`src/rtl/rv32i_pkg.sv`:
```
// Shared RV32I front-end definitions: widths, reset/NOP constants, fetch FSM encoding,
// IF/ID payload layout and the word-alignment helper.
package rv32i_pkg;

    localparam int unsigned XLEN = 32;

    localparam logic [XLEN-1:0] NOP_INSTR        = 32'h0000_0013;  // addi x0, x0, 0
    localparam logic [XLEN-1:0] RESET_PC_DEFAULT = 32'h0000_0000;
    localparam logic [XLEN-1:0] PC_STEP          = 32'h0000_0004;

    // S_REQ: free to issue a fetch; S_WAIT: exactly one fetch outstanding
    typedef enum logic {
        S_REQ  = 1'b0,
        S_WAIT = 1'b1
    } fetch_state_t;

    // One IF/ID buffer entry
    typedef struct packed {
        logic [XLEN-1:0] instr;
        logic [XLEN-1:0] pc;
    } ifid_entry_t;

    // Force an address onto a 4-byte instruction boundary
    function automatic logic [XLEN-1:0] word_align(input logic [XLEN-1:0] addr);
        return {addr[XLEN-1:2], 2'b00};
    endfunction

endpackage

```
`src/rtl/ifid_buffer.sv`:
```
// One-entry IF/ID register with valid/ready drain toward decode and a flush input.
// Ports:
//   clk, reset     clock and synchronous active-low reset
//   load           capture load_entry this edge (only asserted when the slot is free or draining)
//   load_entry     instruction word and its PC
//   flush          discard the held entry (wins over load)
//   out_ready      decode consumes the entry this cycle
//   out_valid      entry held (registered)
//   out_entry      held instruction and PC (registered)
module ifid_buffer
    import rv32i_pkg::*;
(
    input  logic        clk,
    input  logic        reset,
    input  logic        load,
    input  ifid_entry_t load_entry,
    input  logic        flush,
    input  logic        out_ready,
    output logic        out_valid,
    output ifid_entry_t out_entry
);

    // Valid bit: flush > load > drain; the payload only changes on load
    always_ff @(posedge clk) begin
        if (!reset) begin
            out_valid <= 1'b0;
            out_entry <= '{instr: NOP_INSTR, pc: '0};
        end else begin
            if (flush) begin
                out_valid <= 1'b0;
            end else if (load) begin
                out_valid <= 1'b1;
                out_entry <= load_entry;
            end else if (out_valid && out_ready) begin
                out_valid <= 1'b0;
            end
        end
    end

endmodule

```
`src/rtl/fetch_unit.sv`:
```
// Instruction-fetch front end: closes the PC loop, issues one word fetch at a time to
// instruction memory and hands fetched words to decode through a one-entry IF/ID buffer.
// Ports:
//   clk, reset                      clock and synchronous active-low reset
//   pc_current / pc_next            PC register loop; pc_next is combinational
//   imem_req_valid/ready/addr       fetch request channel (valid and addr combinational)
//   imem_rsp_valid/data             fetch response, one per accepted request
//   redirect_valid/target           taken branch/jump: flush and restart at target
//   ifid_valid/ready/instr/pc       IF/ID buffer toward decode (registered)
module fetch_unit #(
    parameter logic [31:0] RESET_PC = rv32i_pkg::RESET_PC_DEFAULT,
    parameter int unsigned XLEN     = rv32i_pkg::XLEN
) (
    input  logic            clk,
    input  logic            reset,
    input  logic [XLEN-1:0] pc_current,
    output logic [XLEN-1:0] pc_next,
    output logic            imem_req_valid,
    input  logic            imem_req_ready,
    output logic [XLEN-1:0] imem_req_addr,
    input  logic            imem_rsp_valid,
    input  logic [XLEN-1:0] imem_rsp_data,
    input  logic            redirect_valid,
    input  logic [XLEN-1:0] redirect_target,
    output logic            ifid_valid,
    input  logic            ifid_ready,
    output logic [XLEN-1:0] ifid_instr,
    output logic [XLEN-1:0] ifid_pc
);

    import rv32i_pkg::*;

    fetch_state_t    state, state_next;
    logic            kill, kill_next;
    logic [XLEN-1:0] req_pc, req_pc_next;
    logic            slot_free;
    logic            buf_load;
    logic            buf_flush;
    ifid_entry_t     buf_in;
    ifid_entry_t     buf_out;

    // A fetch may only go out if its word is guaranteed a place in the buffer on return
    assign slot_free     = !ifid_valid || ifid_ready;
    assign imem_req_addr = word_align(pc_current);

    // State register; kill marks an outstanding fetch whose word must be discarded
    always_ff @(posedge clk) begin
        if (!reset) begin
            state  <= S_REQ;
            kill   <= 1'b0;
            req_pc <= '0;
        end else begin
            state  <= state_next;
            kill   <= kill_next;
            req_pc <= req_pc_next;
        end
    end

    // Next-state, next-PC mux and request/buffer control
    always_comb begin
        state_next     = state;
        kill_next      = kill;
        req_pc_next    = req_pc;
        pc_next        = pc_current;
        imem_req_valid = 1'b0;
        buf_load       = 1'b0;
        buf_flush      = 1'b0;

        if (!reset) begin
            pc_next = RESET_PC;
        end else if (redirect_valid) begin
            // Redirect beats everything; an in-flight fetch is either dropped now or marked
            pc_next   = word_align(redirect_target);
            buf_flush = 1'b1;
            if (state == S_WAIT) begin
                if (imem_rsp_valid) begin
                    state_next = S_REQ;
                    kill_next  = 1'b0;
                end else begin
                    kill_next  = 1'b1;
                end
            end
        end else begin
            unique case (state)
                S_REQ: begin
                    imem_req_valid = slot_free;
                    if (slot_free && imem_req_ready) begin
                        req_pc_next = pc_current;
                        pc_next     = XLEN'(pc_current + PC_STEP);
                        state_next  = S_WAIT;
                    end
                end
                S_WAIT: begin
                    if (imem_rsp_valid) begin
                        state_next = S_REQ;
                        if (kill) begin
                            kill_next = 1'b0;
                        end else begin
                            buf_load = 1'b1;
                        end
                    end
                end
                default: begin
                    state_next = S_REQ;
                end
            endcase
        end
    end

    assign buf_in = '{instr: imem_rsp_data, pc: req_pc};

    ifid_buffer u_ifid_buffer (
        .clk        (clk),
        .reset      (reset),
        .load       (buf_load),
        .load_entry (buf_in),
        .flush      (buf_flush),
        .out_ready  (ifid_ready),
        .out_valid  (ifid_valid),
        .out_entry  (buf_out)
    );

    assign ifid_instr = buf_out.instr;
    assign ifid_pc    = buf_out.pc;

endmodule

```
`config.mk`:
```
export PLATFORM = sky130hd
export DESIGN_NAME = fetch_unit
export DESIGN_NICKNAME = d
export VERILOG_FILES = /design/src/rtl/rv32i_pkg.sv /design/src/rtl/ifid_buffer.sv /design/src/rtl/fetch_unit.sv
export SDC_FILE = /design/constraint.sdc
export NUM_CORES = 1
export LEC_CHECK = 0
export CORE_MARGIN = 5
export CORE_UTILIZATION = 45
export DETAILED_ROUTE_END_ITERATION = 16
export GPL_ROUTABILITY_DRIVEN = 0
export PLACE_DENSITY = 0.9
export SETUP_SLACK_MARGIN = 0.02
export SKIP_CTS_REPAIR_TIMING = 1
export SLEW_MARGIN = 10
export SYNTH_ARGS = -nofsm -noshare
export SYNTH_HDL_FRONTEND = slang
export SYNTH_SLANG_ARGS = --single-unit
```
`constraint.sdc`:
```
create_clock -name clk -period 4.3 [get_ports clk]
set_input_delay 0.86 -clock clk [delete_from_list [all_inputs] [get_ports clk]]
set_output_delay 0.86 -clock clk [all_outputs]
set_load 0.02 [all_outputs]
```
==> flow_metrics.py <==
metrics = {
    "run_status": {
        "status": "completed",
    },
    "cts": {
        "cts_made_buffers": 9,
        "clk_pin_slew_ps": 90,
        "cts_sinks": 99,
        "htree_levels": 3,
        "root_buffer": "clkbuf_8",
        "cts_buffer_depth": 2,
        "clkLatencyLatePin_ps": 360,
        "cts_tree": "built",
    },
    "finish": {
        "nets": 1001,
        "insertedDiodeCount": 0,
        "drive_gt1_share_pct": 8.10,
        "fillers": 899,
        "multiInputGateArea_um2": 2590,
        "regArea_um2": 1980,
        "area_growth_pct": 51.9,
        "finish.utilization_pct": 69.9,
    },
    "power_and_ir_drop": {
        "power.density_nw_per_um2": 262,
        "leakagePower_uw": 0.00270,
        "p_total_uw": 2000,
        "max-vdd-ir-drop_uv": 270,
    },
    "routing": {
        "ant_nets": 0,
        "vias_per_cell": 5.47,
        "drc": 0,
        "drtPass1Iterations": 5,
        "finalWirelength_um": 17000,
        "wire_per_inst_um": 16.3,
        "drt_iter0_markers": 403,
        "vias": 5696,
    },
    "sta": {
        "post-route-min-period_ps": 4220,
        "hold_viol": 0,
        "fin_setup_tns_ps": 0,
        "max_freq_ghz": 0.237,
        "fin_skew_ps": 8.56,
        "period_share_pct": 98.2,
        "grt_setup_unrepaired": "false",
        "slew_headroom_pct": 35.4,
        "slew_violations": 0,
        "worst_slack_ps": 75.4,
        "setup_viol": 0,
        "worst_pin_slew_ps": 970,
        "hold_ws_ps": 450,
    },
    "setup_path": {
        "cp.required_ps": 3440,
        "worst_path_max_delay_cell": "clkdlybuf4s50_1",
        "path_cells": "clkdlybuf4s50_1 -> ha_1 -> and3_1 -> nand4_1 -> o31a_1 -> nor3_1 -> clkdlybuf4s50_1",
        "critPathKind": "input port to primary output",
        "crit_path_end_kind": "primary output",
        "cp_num_buf_inv": 2,
        "worst_path_most_repeated_cell": "clkdlybuf4s50_1",
        "worst-r2r-setup-slack_ps": 2350,
        "start_kind": "input port",
        "crit_path_max_fanout": 5,
        "arrival_ps": 3360,
        "cp_top_family": "buffers and inverters",
        "slowest_delay_ps": 630,
    },
    "yosys": {
        "ys.flop_type": "dfxtp_1",
        "avgSynthCellArea_um2": 7.23,
        "yosysWarnings": 0,
        "syn-instance-count": 693,
        "ys_ff_latch": 99,
        "syn_area_um2": 5010,
        "ys_seq_area_share_pct": 39.6,
        "synth_edf_count": 0,
        "async_reset_ff_share_pct": 0,
        "yosysUniqueCellTypes": 50,
    },
    "floorplan": {
        "die_w_um": 115,
        "initial_utilization_pct": 46.0,
        "core_um2": 10900,
        "die_h_um": 115,
        "ios": 232,
        "row_count": 38,
        "dieArea_um2": 13300,
    },
    "grt": {
        "antenna_found_initial": 0,
        "grt_pass1_vias": 5245,
        "grt_pass1_wl_um": 25900,
        "grt_usage_pct": 24.3,
        "grt_start_max_net_pins": 95,
        "globalRouteOverflowTotal": 0,
    },
    "place": {
        "dpl.hpwl_um": 12400,
        "io_buffers": 227,
        "dp_slack_ps": 63.6,
    },
    "run": {
        "max-cap-violations": 0,
    },
    "hold_path": {
        "hp-class": "flop to flop",
    },
}
==> where the power goes <==
part	leakage [uW]	internal, uW	switching (uW)
Clock	0.0000972	320	304
Combinational	0.00180	211	215
Sequential	0.000801	934	10.5
==> through the flow <==
step,area (um^2),cells
after floorplan,5010,694
final,7610,1041
after detailed placement,7380,1026
after global routing,7610,1041
after CTS,7580,1040
after global placement,7380,1026
==> registers in the layout, indices dropped and copies added (netlist names) <==
signal and cells:
req_pc 32, state 1, kill 1, u_ifid_buffer.out_entry 64, u_ifid_buffer.out_valid 1
==> synthesized netlist by cell type (2+ instances only) <==
master    count  share of area (%)
nor3_1        7               0.70
buf_4        32                4.8
nor4_1       13                1.6
nor3b_1       5               0.75
xnor2_1       3               0.52
inv_1         2               0.15
and4_2        2               0.40
o31a_1        3               0.52
or4_4         2               0.45
nand4_1      16                2.0
a21oi_1     101                 10
or4_1         6               0.90
nor2_1       12               0.90
a211oi_1      5               0.75
nor2b_1       5               0.62
a31oi_1       9                1.1
or3_1         7               0.87
nand2_1     212                 16
o311a_1       2               0.40
and4_1        5               0.87
o31ai_1       9                1.3
and3_1       13                1.6
a22oi_1       4               0.60
clkbuf_1     47                3.5
nand2b_1      5               0.62
nand3_1      16                1.6
a311oi_1      3               0.52
dfxtp_1      99                 40
o21ai_0      27                2.7
==> cells by family (layout without fill, tap and decap cells) <==
logic type      count (synthesis)  in the layout  synth area share [%]
simple gates                  336            336                  31.5
compound gates                167            167                  18.8
flops                          99             99                  39.6
buf+inv                        84            291                  8.87
xor+xnor                        4              4                 0.700
fa+ha+maj                       1              1                 0.250
other cells                     1              2                0.0749
mux                             1              1                 0.200
==> layout by cell type (no fill, tap or decap), types with 3 or more instances in the layout <==
cell type        instances
o31a_1                   3
nor2b_1                  5
dlymetal6s2s_1           6
or3_1                    6
a211oi_1                 5
and4_1                   5
xnor2_1                  3
nor3_1                   7
clkbuf_8                 9
a311oi_1                 3
nand2b_1                 5
o21ai_0                 27
or4_1                    6
clkdlybuf4s50_1        221
nor4_1                  13
o31ai_1                  9
nor2_1                  12
buf_4                   47
and3_1                  13
nor3b_1                  5
nand2_1                212
a31oi_1                  9
nand3_1                 16
nand4_1                 16
a22oi_1                  4
dfxtp_1                 99
a21oi_1                101
==> per-layer routing <==
metal	wire, um	global-route usage [%]
met4	329	7.43
met1	6940	30.0
met2	8180	41.1
met3	1550	6.89
met5	0	0
==> final timing paths <==
path,end,from,cells past startpoint
setup reg to reg,u_ifid_buffer.out_entry[48],state,5
setup / recovery,pc_next[22],pc_current[3],7
hold / removal,u_ifid_buffer.out_entry[15],req_pc[15],2
hold reg to reg,u_ifid_buffer.out_entry[15],req_pc[15],2
==> cell type report <==
| class | instances | area share, % |
|---|---|---|
| repair buffers | 274 | 34.7 |
| multi-input cells | 511 | 34.1 |
| inverters | 3 | 0.165 |
| flip-flops and latches | 99 | 26.1 |
| clock inverters | 5 | 1.05 |
| clock buffers | 9 | 1.63 |
| well taps | 140 | 2.30 |
==> worst reg2reg max path: stages (launching register included) <==
cell,delay [ps]
dfxtp_1,560
nand2_1,200
or3_2,460
buf_4,350
nand2_1,160
a21oi_1,80
Note: power is estimated with default switching activity, not from simulation.
